[config.mk]
export PLATFORM = sky130hd
export DESIGN_NAME = conv_window_scheduler_flat
export DESIGN_NICKNAME = d
export VERILOG_FILES = /design/src/rtl/conv_window_scheduler_if.sv /design/src/rtl/conv_window_scheduler.sv /design/src/flat_wrapper.sv
export SDC_FILE = /design/constraint.sdc
export NUM_CORES = 1
export LEC_CHECK = 0
export CAP_MARGIN = 30
export CORE_ASPECT_RATIO = 0.75
export CORE_MARGIN = 3
export CORE_UTILIZATION = 50
export DETAILED_ROUTE_END_ITERATION = 8
export DONT_BUFFER_PORTS = 1
export PLACE_DENSITY = 0.73
export SYNTH_ARGS = -nofsm -noshare
export SYNTH_HDL_FRONTEND = slang
export SYNTH_SLANG_ARGS = --single-unit
[constraint.sdc]
create_clock -name clk -period 4.5 [get_ports clk]
set_input_delay 0 -clock clk [delete_from_list [all_inputs] [get_ports clk]]
set_output_delay 0 -clock clk [all_outputs]
set_load 0.02 [all_outputs]
[src/rtl/conv_window_scheduler_if.sv]
// rtl/conv_window_scheduler_if.sv - operand-issue and result-return bus between scheduler and MAC datapath

interface conv_window_scheduler_if #(
  parameter int ADDR_W = 12
);
  logic              op_valid;
  logic              op_ready;
  logic [ADDR_W-1:0] k_addr;
  logic [ADDR_W-1:0] x_addr;
  logic              op_first;
  logic              op_last;
  logic              res_valid;
  logic [ADDR_W-1:0] res_idx;

  modport master (
    output op_valid, k_addr, x_addr, op_first, op_last, res_idx,
    input  op_ready, res_valid
  );

  modport slave (
    input  op_valid, k_addr, x_addr, op_first, op_last, res_idx,
    output op_ready, res_valid
  );
endinterface

[src/rtl/conv_window_scheduler.sv]
// rtl/conv_window_scheduler.sv - walks convolution windows and kernel taps, issuing address pairs to the MAC datapath

module conv_window_scheduler #(
  parameter int DIM_W  = 8,
  parameter int ADDR_W = 12
) (
  input  logic                        clk,
  input  logic                        rst,
  input  logic                        start,
  input  logic [DIM_W-1:0]            cfg_m,
  input  logic [DIM_W-1:0]            cfg_n,
  input  logic [DIM_W-1:0]            cfg_s,
  input  logic [DIM_W-1:0]            cfg_l,
  input  logic [DIM_W-1:0]            cfg_w,
  conv_window_scheduler_if.master     bus,
  output logic                        busy,
  output logic                        done,
  output logic                        invalid_operation
);

  typedef enum logic [2:0] {IDLE, CHECK, ISSUE, DRAIN, FIN} state_t;

  localparam int EXT_W  = DIM_W + 2;
  localparam int PROD_W = 2 * DIM_W;

  state_t state, state_nxt;

  logic [DIM_W-1:0]  m_r, n_r, s_r, l_r, w_r;
  logic [DIM_W-1:0]  i_r, j_r;
  logic [DIM_W-1:0]  col_base, row_base;
  logic [ADDR_W-1:0] k_r;
  logic [ADDR_W-1:0] row_off;       // (row_base + i) * W, stepped by W per kernel row
  logic [ADDR_W-1:0] row_base_off;  // row_base * W, stepped by S*W per output row
  logic [ADDR_W-1:0] stride_off;    // S * W, formed once while the configuration is checked
  logic [ADDR_W-1:0] issued;
  logic [ADDR_W-1:0] received;
  logic              inv_r;

  logic              cfg_ok;
  logic              accept;
  logic              tap_j_end, tap_i_end, last_tap;
  logic              col_wrap, row_done;
  logic              count_res;
  logic [ADDR_W-1:0] recv_total;
  logic [PROD_W-1:0] stride_full;

  assign cfg_ok = (m_r != '0) && (n_r != '0) && (s_r != '0) && (l_r != '0) && (w_r != '0) &&
                  (m_r <= l_r) && (n_r <= w_r) && (m_r == n_r) && (l_r == w_r);

  assign accept    = (state == ISSUE) && bus.op_ready;
  assign tap_j_end = (j_r == n_r - DIM_W'(1));
  assign tap_i_end = (i_r == m_r - DIM_W'(1));
  assign last_tap  = tap_i_end && tap_j_end;

  // Window-fit tests use the pre-advance base, widened so base+S+size cannot wrap.
  assign col_wrap = ({2'b00, col_base} + {2'b00, s_r} + {2'b00, n_r}) > EXT_W'(w_r);
  assign row_done = ({2'b00, row_base} + {2'b00, s_r} + {2'b00, m_r}) > EXT_W'(l_r);

  assign count_res  = bus.res_valid && ((state == ISSUE) || (state == DRAIN));
  assign recv_total = received + ADDR_W'(bus.res_valid);

  assign stride_full = {{DIM_W{1'b0}}, s_r} * {{DIM_W{1'b0}}, w_r};

  // State register.
  always_ff @(posedge clk or negedge rst) begin
    if (!rst) state <= IDLE;
    else      state <= state_nxt;
  end

  // Next-state logic.
  always_comb begin
    state_nxt = state;
    case (state)
      IDLE:  if (start) state_nxt = CHECK;
      CHECK: state_nxt = cfg_ok ? ISSUE : IDLE;
      ISSUE: if (accept && last_tap && col_wrap && row_done) state_nxt = DRAIN;
      DRAIN: if (recv_total == issued) state_nxt = FIN;
      FIN:   state_nxt = IDLE;
      default: state_nxt = IDLE;
    endcase
  end

  // Output decode; address registers are zero in reset so outputs clear asynchronously.
  always_comb begin
    bus.op_valid      = (state == ISSUE);
    bus.op_first      = (state == ISSUE) && (i_r == '0) && (j_r == '0);
    bus.op_last       = (state == ISSUE) && last_tap;
    bus.k_addr        = k_r;
    bus.x_addr        = row_off + ADDR_W'(col_base) + ADDR_W'(j_r);
    bus.res_idx       = received;
    busy              = (state != IDLE);
    done              = (state == FIN);
    invalid_operation = inv_r;
  end

  // Configuration latch, tap/window counters and result counting.
  always_ff @(posedge clk or negedge rst) begin
    if (!rst) begin
      m_r          <= '0;
      n_r          <= '0;
      s_r          <= '0;
      l_r          <= '0;
      w_r          <= '0;
      i_r          <= '0;
      j_r          <= '0;
      col_base     <= '0;
      row_base     <= '0;
      k_r          <= '0;
      row_off      <= '0;
      row_base_off <= '0;
      stride_off   <= '0;
      issued       <= '0;
      received     <= '0;
      inv_r        <= 1'b0;
    end else begin
      case (state)
        IDLE: begin
          if (start) begin
            m_r          <= cfg_m;
            n_r          <= cfg_n;
            s_r          <= cfg_s;
            l_r          <= cfg_l;
            w_r          <= cfg_w;
            i_r          <= '0;
            j_r          <= '0;
            col_base     <= '0;
            row_base     <= '0;
            k_r          <= '0;
            row_off      <= '0;
            row_base_off <= '0;
            stride_off   <= '0;
            issued       <= '0;
            received     <= '0;
            inv_r        <= 1'b0;
          end
        end
        CHECK: begin
          stride_off <= ADDR_W'(stride_full);
          if (!cfg_ok) inv_r <= 1'b1;
        end
        ISSUE: begin
          if (accept) begin
            if (last_tap) begin
              i_r    <= '0;
              j_r    <= '0;
              k_r    <= '0;
              issued <= issued + ADDR_W'(1);
              if (col_wrap) begin
                col_base     <= '0;
                row_base     <= row_base + s_r;
                row_base_off <= row_base_off + stride_off;
                row_off      <= row_base_off + stride_off;
              end else begin
                col_base <= col_base + s_r;
                row_off  <= row_base_off;
              end
            end else if (tap_j_end) begin
              j_r     <= '0;
              i_r     <= i_r + DIM_W'(1);
              k_r     <= k_r + ADDR_W'(1);
              row_off <= row_off + ADDR_W'(w_r);
            end else begin
              j_r <= j_r + DIM_W'(1);
              k_r <= k_r + ADDR_W'(1);
            end
          end
        end
        default: ;
      endcase
      if (count_res) received <= received + ADDR_W'(1);
    end
  end

endmodule
[src/flat_wrapper.sv]
// flat-port wrapper written by rule: the top's interface ports become plain ports
module conv_window_scheduler_flat 
#(
  parameter int DIM_W  = 8,
  parameter int ADDR_W = 12
)
  (clk, rst, start, cfg_m, cfg_n, cfg_s, cfg_l, cfg_w, busy, done, invalid_operation, bus_op_valid, bus_k_addr, bus_x_addr, bus_op_first, bus_op_last, bus_res_idx, bus_op_ready, bus_res_valid);
  conv_window_scheduler_if #(.ADDR_W(ADDR_W)) bus_i ();
  input  logic clk;
  input  logic rst;
  input  logic start;
  input  logic [DIM_W-1:0] cfg_m;
  input  logic [DIM_W-1:0] cfg_n;
  input  logic [DIM_W-1:0] cfg_s;
  input  logic [DIM_W-1:0] cfg_l;
  input  logic [DIM_W-1:0] cfg_w;
  output logic busy;
  output logic done;
  output logic invalid_operation;
  output wire logic [$bits(bus_i.op_valid)-1:0] bus_op_valid;
  output wire logic [$bits(bus_i.k_addr)-1:0] bus_k_addr;
  output wire logic [$bits(bus_i.x_addr)-1:0] bus_x_addr;
  output wire logic [$bits(bus_i.op_first)-1:0] bus_op_first;
  output wire logic [$bits(bus_i.op_last)-1:0] bus_op_last;
  output wire logic [$bits(bus_i.res_idx)-1:0] bus_res_idx;
  input wire logic [$bits(bus_i.op_ready)-1:0] bus_op_ready;
  input wire logic [$bits(bus_i.res_valid)-1:0] bus_res_valid;
  assign bus_op_valid = bus_i.op_valid;
  assign bus_k_addr = bus_i.k_addr;
  assign bus_x_addr = bus_i.x_addr;
  assign bus_op_first = bus_i.op_first;
  assign bus_op_last = bus_i.op_last;
  assign bus_res_idx = bus_i.res_idx;
  assign bus_i.op_ready = bus_op_ready;
  assign bus_i.res_valid = bus_res_valid;
  conv_window_scheduler #(.DIM_W(DIM_W), .ADDR_W(ADDR_W)) u_core (.clk(clk), .rst(rst), .start(start), .cfg_m(cfg_m), .cfg_n(cfg_n), .cfg_s(cfg_s), .cfg_l(cfg_l), .cfg_w(cfg_w), .bus(bus_i), .busy(busy), .done(done), .invalid_operation(invalid_operation));
endmodule
* Yosys cells after proc, flatten, opt, wreduce, memory -nomap -nowiden *
Index checks and enable logic that the tools add are counted.

cells by class
  equal/unequal tests = 17
  add/sub/neg operators = 18
  reduce and logical (&&, ||, !) cells = 40
  multiply operators = 1
  multiplexer cells = 43
  order comparisons = 4

operators by type and width
  operator               number
  $mux 12                13
  $pmux 12 s2            5
  $mux 8                 13
  $pmux 8 s2             4
  $reduce_bool 8->1      5
  $add 12x1->12 const B  3
  $add 12x8->12          3
  $eq 8x8->1             4
  $add 10x8->10          2
  $gt 10x8->1            2
  $add 8x8->9            2
  $logic_and 1x1->1      17
  $add 8x1->8 const B    2
  $add 8x8->8            2
  $le 8x8->1             2
  $logic_not 8->1        2
  $sub 8x1->8 const B    2
  $add 12x1->12          1
  $add 12x12->12         1
  $eq 12x12->1           1
  $mul 8x8->12           1
  $pmux 3 s4             1
  $mux 3                 3
  $reduce_and 3->1       3
  16 further kinds       29

word-level totals
  input port bits = 45
  bits in registers = 148
  logic and storage cells = 140

* Depth between registers and ports, before layout *
Gate-level depths: netlist (run 1).

  word-level depth = 11
  depth in mapped cells = 23

* Worst setup path after synthesis (run 1) *
No wires, ideal clock.

  kind = register to register
  from = reg u_core.s_r[1]
  to = reg u_core.row_off[7]
  period minus slack after synthesis = 4.562 ns
  setup slack = -0.062 ns
  data arrival time = 4.425 ns
  setup time = 0.137 ns
  cell stages (with the launch flop) = 20
  required time = 4.363 ns
  buffers on the path = 2
  cell sequence = dfrtp_1 -> inv_1 -> fa_1 -> inv_1 -> a21o_1 -> a21oi_1 -> xnor2_1 -> ha_1 -> o21a_1 -> a22oi_1 -> ha_1 -> and4_1 -> a221oi_1 -> o21ai_0 -> a221oi_1 -> clkbuf_1 -> clkbuf_1 -> mux2i_1 -> a2bb2oi_1 -> a21oi_1

on the way
  word-level cells in the longest chain between the ends = 7

RTL lines
  item                      RTL line                      RTL
  start: declaration        conv_window_scheduler.sv:28   logic [DIM_W-1:0] m_r, n_r, s_r, l_r, w_r;
  start signal: assignment  conv_window_scheduler.sv:121  s_r <= cfg_s;
  $add 8x8->9               conv_window_scheduler.sv:56   assign col_wrap = ({2'b00, col_base} + {2'b00, s_r} + {2'b00, n_r}) > EXT_W'(w_r);
  $add 10x8->10             conv_window_scheduler.sv:56
  $gt 10x8->1               conv_window_scheduler.sv:56
  $mux 12                   --
  $mux 12                   conv_window_scheduler.sv:143  if (last_tap) begin
  $mux 12                   conv_window_scheduler.sv:142  if (accept) begin
  $pmux 12 s2               conv_window_scheduler.sv:116  case (state)
  end signal: assignment    conv_window_scheduler.sv:152  row_off <= row_base_off + stride_off;
  end signal: assignment    conv_window_scheduler.sv:155  row_off <= row_base_off;
  end signal: assignment    conv_window_scheduler.sv:161  row_off <= row_off + ADDR_W'(w_r);
  end: declaration          conv_window_scheduler.sv:32   logic [ADDR_W-1:0] row_off;

Every way passes these cells. The select of a mux whose other input is x is not followed.
A chain may end at the register's enable or synchronous reset.

* Final worst setup path (run 1) *
  from = reg u_core.col_base[0]
  to = reg u_core.row_base_off[9]

on the way
  word-level cells in the longest chain between the ends = 7

RTL lines
  item                      RTL line                      RTL
  start: declaration        conv_window_scheduler.sv:30   logic [DIM_W-1:0] col_base, row_base;
  start signal: assignment  conv_window_scheduler.sv:154  col_base <= col_base + s_r;
  $add 8x8->9               conv_window_scheduler.sv:56
  $add 10x8->10             conv_window_scheduler.sv:56
  $gt 10x8->1               conv_window_scheduler.sv:56
  $mux 12 (3 in a row)      --
  $pmux 12 s2               --
  end signal: assignment    conv_window_scheduler.sv:151  row_base_off <= row_base_off + stride_off;
  end: declaration          conv_window_scheduler.sv:33   logic [ADDR_W-1:0] row_base_off;

Every way passes these cells. The select of a mux whose other input is x is not followed.

==> results of run 1 <==
[per-layer routing]
metal	track usage [%]	vias up
li1	-	4971
met1	38.31	5143
met5	0	-
met2	37.67	381
met3	7.189	48
met4	6.511	0
[registers in the layout, indices dropped and copies added (netlist names)]
signal and cells:
u_core.bus.k_addr 12, u_core.bus.res_idx 12, u_core.col_base 8, u_core.i_r 8, u_core.invalid_operation 1, u_core.issued 12
u_core.j_r 8, u_core.l_r 8, u_core.m_r 8, u_core.n_r 8, u_core.row_base 8, u_core.row_base_off 12
u_core.row_off 12, u_core.s_r 8, u_core.state 3, u_core.stride_off 12, u_core.w_r 8
[cell type report]
class	count	share of cell area, %
Tap cell	331	2.922
Multi-Input combinational cell	1094	57.71
Sequential cell	148	26.13
Timing Repair Buffer	89	5.967
Clock inverter	15	1.280
Clock buffer	17	3.001
Inverter	113	2.992
[power groups by stage]
stage,sequential [mW],clock (mW),combinational (mW)
after floorplan,1.90,0,5.35
after global placement,2.16,0,6.89
after detailed placement,2.16,0,7.10
after CTS,2.14,1.50,7.23
after global routing,2.20,1.56,8.85
final,2.17,1.48,8.02
[critical path, stage by stage, from the launching register on]
cell       delay, ps
dfrtp_1          360
ha_2             190
inv_1             50
fa_2             370
xnor2_2          220
ha_1             300
nor2b_2          180
o21a_1           160
nor2_1           110
xnor2_1          180
ha_1             310
a21oi_1          140
nand2_1           90
a221oi_2         300
o21ai_2          120
a221oi_4         290
clkbuf_16        190
buf_12           120
mux2_2           360
a32o_1           260
[how the worst max path moves through the flow]
| stage | startpoint | to | depth (start not counted) |
|---|---|---|---|
| finish | u_core.col_base[0] | u_core.row_base_off[9] | 19 |
| global route | u_core.s_r[0] | u_core.row_base_off[9] | 21 |
| CTS | u_core.col_base[0] | u_core.row_off[1] | 21 |
| detailed placement | u_core.col_base[0] | u_core.row_off[1] | 19 |
| global placement | u_core.s_r[0] | u_core.row_base_off[9] | 18 |
| floorplan | u_core.s_r[1] | u_core.row_off[7] | 19 |
[cells by family (layout without fill, tap and decap cells)]
kind of cell,Yosys count,in the layout,synth area share [%]
and+or+nand+nor,504,504,19.46
xor gates and xnor gates,138,138,9.721
AOI/OAI and AO/OA,265,265,14.11
muxes,14,14,1.167
DFF,148,148,29.79
buffers and inverters,175,234,5.565
adders and majority gates,173,173,20.19
[cells in the final DEF (no fill, tap or decap), types with 22 or more instances in the layout]
master,n
inv_1,112
dlygate4sd3_1,43
xor2_1,50
ha_1,125
and2_1,33
fa_1,44
buf_4,40
nand2_1,192
nor3_1,22
nor2_1,92
a21oi_1,48
o21ai_0,66
dfrtp_1,148
xnor2_1,86
nand3_1,56
[through the flow]
step           util [%]  TNS (ps)  total power, mW  area (um^2)
6_report          58.53         0            11.67        14170
5_1_grt           58.53     -1410            12.61        14170
4_1_cts           57.57         0            10.86        13940
3_5_place_dp      53.17         0            9.265        12880
3_3_place_gp      53.17         0            9.049        12880
2_1_floorplan         -         0            7.249        12430
[repair_timing]
| item | 4_1_cts | 5_1_grt |
|---|---|---|
| gates resized for setup | 0 | 34 |
| setup buffers | 0 | 9 |
| hold endpoints to repair | 206 | 0 |
| hold buffers | 44 | 0 |
| setup endpoints to repair | 0 | 41 |
==> impl_metrics.toml, run 1 <==
[synthesis]
synth.area.top_cells = "dfrtp_1 (30%), ha_1 (13%), fa_1 (7.4%)"
synth_largest_area_cell = "dfrtp_1"
synth_top_area_share_pct = 29.79
ys_seq_elements = 148
synth.avg_cell_area_um2 = 8.774
synth.distinct_cells = 67
netlist_area_um2 = 12430
synth_nets = 1635
synth_common_cells = "nand2_1 (193), dfrtp_1 (148), ha_1 (127), inv_1 (112), nor2_1 (94)"
yosysMostFrequentCell = "nand2_1"
seq_area_frac_synth_pct = 29.79
synth_ff_type = "dfrtp_1"
syn_inst = 1417
synth-edff-count = 0
async_flop_share_pct = 100.0
yosysWarnings = 0

[clock_network]
cts-root-buf = "clkbuf_16"
cts-htree-levels = 4
worstSkewPairLatency_ps = 450
cts_buffers = 17
clkSinkCount = 148
clk_pin_slew_ps = 80
cts_max_path_buffers = 2
cts_tree = "done"

[worst_setup_path]
timing.rr.start = "u_core.col_base[0]"
reg2reg_to = "u_core.row_base_off[9]"
crit_arrival_ps = 4760
reg2reg_slack_ps = 70
critPathMaxFanout = 5
required_ps = 4830
critPathKind = "reg2reg"
cp-start-kind = "register"
rr_worst_depth = 19
crit_path_end_kind = "register"

[power]
pwr-share-seq_pct = 18.6
irDropWorstVdd_mv = 0.6333
p_sw_share_pct = 49.80
pwr-share-comb_pct = 68.8
internal_power_mw = 5.856
switching_power_mw = 5.810
power_density_nw_per_um2 = 823.1
pwr-share-clk_pct = 12.7
leakage_nw = 6.837

[timing]
rsz0062_at_grt = "true"
final.period_utilization_pct = 98.37
slew_headroom_pct = 35.38
fin_crit_ps = 4427
finalWorstSetupSlack_ps = 73.48
finalMaxSlewViolations = 0
holdWs_ps = 83.27
worstMarginPinSlew_ps = 960.5
finalSetupViolations = 0
fmax_mhz = 225.9
finalHoldViolCount = 0
clock-skew-final_ps = 12.63

[floorplanning]
fp.dieH_um = 142.6
die_w_um = 188.1
start_util_pct = 51.34
die-area_um2 = 26810
io_pins = 87
rows = 49
core_um2 = 24220

[cells_and_area]
drive_gt1_share_pct = 8.401
area_growth_pct = 14.01
multiInputGateArea_um2 = 8180
layout.cells.non_filler = 1807
seqCellArea_um2 = 3704
num_antenna_cells = 0
final.fill_count = 2090
final_net_count = 1681

[drt]
antenna_left = 0
routed-wl-met2_um = 14630
wl_met1_um = 16430
top_layer_used = "met4"
drt_iter0_markers = 851
vias = 10543
met3_length_um = 2882
wl_per_cell_um = 19.13
vias_per_cell = 5.835
drt_wl_total_um = 34560
drtPass1Iterations = 5
drc = 0

[global_routing]
antenna_found_initial = 0
grt_pass1_vias = 10113
grt_max_degree = 149
grt_pass1_wl_um = 54580
overflow = 0
grt_usage_pct = 25.93

[hold_path]
hold_start = "bus_op_ready"
hold_path_class = "in2reg"
min_to = "u_core.issued[0]"
min_path_cells = 3

[placement]
dp.cells = 1721
dp_hpwl_um = 25430
port_buffers = 0
gp_congestion = 0.9418
post-place-ws_ps = 58.18

[job]
cap_violations = 0

[status]
status = "complete, no violations"
Power figures use the tool's default switching activity.
==> run 2: changes to the inputs <==
Clock period 4.5 ns to 3.7 ns, I/O delays scaled along.
==> impl_metrics.toml, run 2 (synthesis results as in run 1) <==
[status]
status = "finished with violations"
violations = "setup timing"

[worst_setup_path]
critPathMaxFanout = 7
crit_arrival_ps = 4590
cp-start-kind = "register"
crit_path_end_kind = "register"
critPathKind = "reg2reg"
required_ps = 4010

[placement]
dp_hpwl_um = 26460
dp.cells = 1827
port_buffers = 0
gp_congestion = 0.9489

[power]
power_density_nw_per_um2 = 1131
pwr-share-comb_pct = 75.3
switching_power_mw = 8.249
pwr-share-clk_pct = 10.2
irDropWorstVdd_mv = 1.212
internal_power_mw = 9.290
pwr-share-seq_pct = 14.5
leakage_nw = 7.470
p_sw_share_pct = 47.03

[drt]
vias = 11117
wl_per_cell_um = 19.23
drc = 0
drt_iter0_markers = 1075
antenna_left = 0
drt_wl_total_um = 37040
drtPass1Iterations = 5
vias_per_cell = 5.772

[timing]
holdWs_ps = 18.52
finalHoldViolCount = 0
final.period_utilization_pct = 115.7
fmax_mhz = 233.6
finalWorstSetupSlack_ps = -581.0
slew_headroom_pct = 44.31
fin_crit_ps = 4281
clock-skew-final_ps = 15.29
worstMarginPinSlew_ps = 835.4
finalSetupViolations = 46
finalMaxSlewViolations = 0
rsz0062_at_grt = "true"

[cells_and_area]
num_antenna_cells = 0
drive_gt1_share_pct = 19.69
area_growth_pct = 24.76
layout_commonest_cell = "nand2_1"
layout.cells.non_filler = 1926
final_net_count = 1800
final_cell_mix = "nand2_1 (189), buf_4 (148), dfrtp_1 (144), ha_1 (117), inv_1 (100)"

[global_routing]
overflow = 0
gr-usage-met1_pct = 40.54
grt_usage_pct = 27.14
grt_max_degree = 149
antenna_found_initial = 0
use_met3_pct = 5.145
gr-usage-met2_pct = 40.93
grt-busiest-layer = "met2"
grt_pass1_wl_um = 57550
grt_pass1_vias = 10680

[clock_network]
cts_buffers = 17
worstSkewPairLatency_ps = 450
cts_tree = "done"
clkSinkCount = 148
clk_pin_slew_ps = 70
cts-root-buf = "clkbuf_16"
cts_max_path_buffers = 2
cts-htree-levels = 4

[hold_path]
hold_path_class = "in2reg"

[floorplanning]
fp.dieH_um = 142.6
die_w_um = 188.1
die-area_um2 = 26810
io_pins = 87
rows = 49
start_util_pct = 51.34
core_um2 = 24220

[job]
cap_violations = 0
## run 2: cell count changes in the layout (fill, tap and decap cells not counted), sizes merged
cell	delta
buf	+119
clkinv	-2
inv	+2
clkbuf	-1
dlygate4sd3	+1
## run 2: routing by layer
layer | share of wire (%) | wire length [um]
met4 | 1.5 | 563
met3 | 7.6 | 2824
met1 | 47 | 17380
met5 | 0 | 0
met2 | 44 | 16270
## run 2: stage by stage
| stage | setup TNS, ps | setup slack (ps) | utilization [%] | instance area, um^2 | power [mW] |
|---|---|---|---|---|---|
| 2_1_floorplan | -3267 | -227.6 | - | 12530 | 9.144 |
| 3_3_place_gp | -14840 | -439.7 | 56.66 | 13720 | 12.80 |
| 3_5_place_dp | -20340 | -573.1 | 56.66 | 13720 | 13.15 |
| 4_1_cts | -18960 | -522.0 | 61.92 | 14990 | 15.78 |
| 5_1_grt | -28730 | -773.8 | 64.05 | 15510 | 18.79 |
| 6_report | -21050 | -581.0 | 64.05 | 15510 | 17.54 |
## run 2: critical path: stages (launching register included)
cell and delay (ps):
dfrtp_1 370, ha_2 200, inv_2 40, fa_2 410
inv_2 60, a21o_1 150, a21oi_2 80, xnor2_2 140
ha_1 310, o21a_1 240, a22oi_2 230, ha_1 280
and4_4 170, a221oi_4 260, o21ai_2 100, a221oi_4 330
buf_6 230, mux2i_4 270, a2bb2oi_1 180, a21oi_1 90
## run 2: final cells by class
type / count / area (um^2)
Fill cell: 1909 / 8706
Multi-Input combinational cell: 1094 / 8584
Sequential cell: 148 / 3709
Timing Repair Buffer: 208 / 1778
Inverter: 113 / 426.7
Clock buffer: 17 / 425.4
Tap cell: 331 / 414.1
Clock inverter: 15 / 173.9
## run 2: worst paths after layout
| path | startpoint | end | slack, ps | cells past startpoint |
|---|---|---|---|---|
| max | u_core.s_r[0] | u_core.row_off[7] | -580 | 19 |
| min | bus_op_ready | u_core.j_r[1] | 20 | 5 |
| max reg2reg | u_core.s_r[0] | u_core.row_off[7] | -580 | 19 |
| min reg2reg | u_core.row_base[0] | u_core.row_base[0] | 520 | 1 |
| max in group asynchronous | rst | u_core.s_r[3] | 2790 | 2 |
| min in group asynchronous | rst | u_core.row_base_off[10] | 180 | 2 |
## run 2: what timing repair did
action,CTS,global route
setup buffers,8,15
hold buffers,45,0
setup endpoints to repair,48,49
hold endpoints to repair,206,0
pin swaps,20,58
cloned,1,0
gates resized for setup,33,99
## run 2: power groups by stage
stage | Sequential, mW | Clock, mW | Combinational (mW)
2_1_floorplan | 2.32 | 0 | 6.83
3_3_place_gp | 2.51 | 0 | 10.3
3_5_place_dp | 2.52 | 0 | 10.6
4_1_cts | 2.50 | 1.80 | 11.5
5_1_grt | 2.57 | 1.89 | 14.3
6_report | 2.54 | 1.79 | 13.2
==> run 3: changes to the inputs <==
Settings changed: HOLD_SLACK_MARGIN from default to 0.05, SETUP_SLACK_MARGIN from default to 0.05.
==> impl_metrics.toml, run 3 (synthesis results as in run 1) <==
[status]
violations = "setup timing"
status = "finished with violations"

[worst_setup_path]
critPathKind = "reg2reg"
path_delay_family = "adder cells"
cp-start-kind = "register"
required_ps = 4030
cp_slowest_stage_delay_ps = 390
crit_arrival_ps = 4670
crit_path_end_kind = "register"
critPathMaxFanout = 8
critical_path_buf_inv_count = 5
path_cells = "ha_2 > inv_2 > fa_2 > inv_1 > a21o_1 > a21oi_2 > xnor2_2 > ha_1 > buf_6 > buf_6 > xnor2_2 > ha_1 > a21oi_2 > nand2_1 > a221oi_2 > o21ai_2 > a221oi_4 > buf_12 > mux2i_4 > o21ai_1 > mux2_2"
slowest_stage = "dfrtp_1"

[clock_network]
cts_tree = "done"
cts_buffers = 17
clk_pin_slew_ps = 70
cts-htree-levels = 4
cts_max_path_buffers = 2
clkSinkCount = 148
worstSkewPairLatency_ps = 450
cts-root-buf = "clkbuf_16"

[timing]
fmax_mhz = 230.6
finalMaxSlewViolations = 0
rsz0062_at_grt = "true"
finalHoldViolCount = 0
slew_headroom_pct = 43.59
fin_crit_ps = 4337
final.period_utilization_pct = 117.2
tns_ps = -23070
clock-skew-final_ps = 14.70
finalWorstSetupSlack_ps = -636.9
worstMarginPinSlew_ps = 839.7
holdWs_ps = 191.2
finalSetupViolations = 45

[placement]
gp_congestion = 0.8851
dp_hpwl_um = 26490
place_area_um2 = 13670
port_buffers = 0
dp.cells = 1820

[drt]
drt_iter0_markers = 896
wl_per_cell_um = 19.01
vias_per_cell = 5.825
antenna_left = 0
drtPass1Iterations = 5
drt_wl_total_um = 36500
drc = 0
vias = 11184

[cells_and_area]
design_area_um2 = 15520
layout.cells.non_filler = 1920
postLayoutCoreUtil_pct = 64.07
num_antenna_cells = 0
final_net_count = 1794
final.fill_count = 1903
area_growth_pct = 24.80
final_cell_mix = "nand2_1 (190), dfrtp_1 (143), buf_4 (134), ha_1 (116), inv_1 (108)"
layout_commonest_cell = "nand2_1"
drive_gt1_share_pct = 19.01

[floorplanning]
die_w_um = 188.1
die-area_um2 = 26810
io_pins = 87
core_um2 = 24220
start_util_pct = 51.34
rows = 49
fp.dieH_um = 142.6

[power]
irDropWorstVdd_mv = 1.211
leakage_nw = 7.459
power_density_nw_per_um2 = 1131

[hold_path]
hold_path_class = "in2reg"

[global_routing]
grt_pass1_wl_um = 57760
overflow = 0
grt_max_degree = 149
grt_pass1_vias = 10812
antenna_found_initial = 0
grt_usage_pct = 27.25

[job]
cap_violations = 0
run 3: cell type report:
| cell class | instances | area [um^2] | share of cell area (%) |
|---|---|---|---|
| clock buffer | 17 | 425.4 | 2.742 |
| clock inverter | 15 | 160.2 | 1.032 |
| inverter | 113 | 426.7 | 2.750 |
| multi-input combinational | 1094 | 8615 | 55.52 |
| sequential | 148 | 3710 | 23.91 |
| tap | 331 | 414.1 | 2.669 |
| timing repair buffer | 202 | 1765 | 11.38 |
run 3: path summary, 6_finish.rpt:
check	startpoint	end	slack, ps	cells past startpoint
min in group asynchronous	rst	u_core.stride_off[6]	220	2
worst max-delay path	u_core.s_r[0]	u_core.row_off[0]	-640	21
worst max register to register	u_core.s_r[0]	u_core.row_off[0]	-640	21
worst min register to register	u_core.stride_off[0]	u_core.stride_off[0]	520	2
worst min-delay path	start	u_core.j_r[0]	190	4
max in group asynchronous	rst	u_core.row_off[11]	2880	2
run 3: report_power, final:
part | switching (mW) | leakage, nW | internal (mW)
Sequential | 0.602 | 1.97 | 1.97
Clock | 0.822 | 0.284 | 0.958
Combinational | 6.62 | 5.21 | 6.58
run 3: per-layer routing:
layer	part of all wire [%]	global-route usage (%)	vias to the layer above
li1	-	-	5202
met1	45	39.76	5476
met2	44	41.16	446
met3	8.6	5.835	60
met4	2.0	7.577	0
met5	0	0	-
run 3: tightest hold or removal path, delay by kind of cell:
family                 cells  cell delay (ps)
AO/OA/AOI/OAI              1              170
AND/OR/NAND/NOR            2              210
buffers and inverters      1              220
run 3: per-stage QoR:
step                      setup slack (ps)  power (mW)
final                               -636.9       17.55
after global routing                -795.7       18.93
after CTS                           -551.2       16.13
after detailed placement            -625.4       13.03
after global placement              -538.7       12.76
after floorplan                     -227.6       9.144
run 3: repair_timing:
action                                 in CTS  in global routing
buffers inserted                            9                 16
setup endpoints to repair                  48                 49
gates resized for setup                    61                 76
pin swaps                                  33                 63
hold buffers                               45                  0
endpoints found under the hold margin     207                  0
cloned                                      1                  0
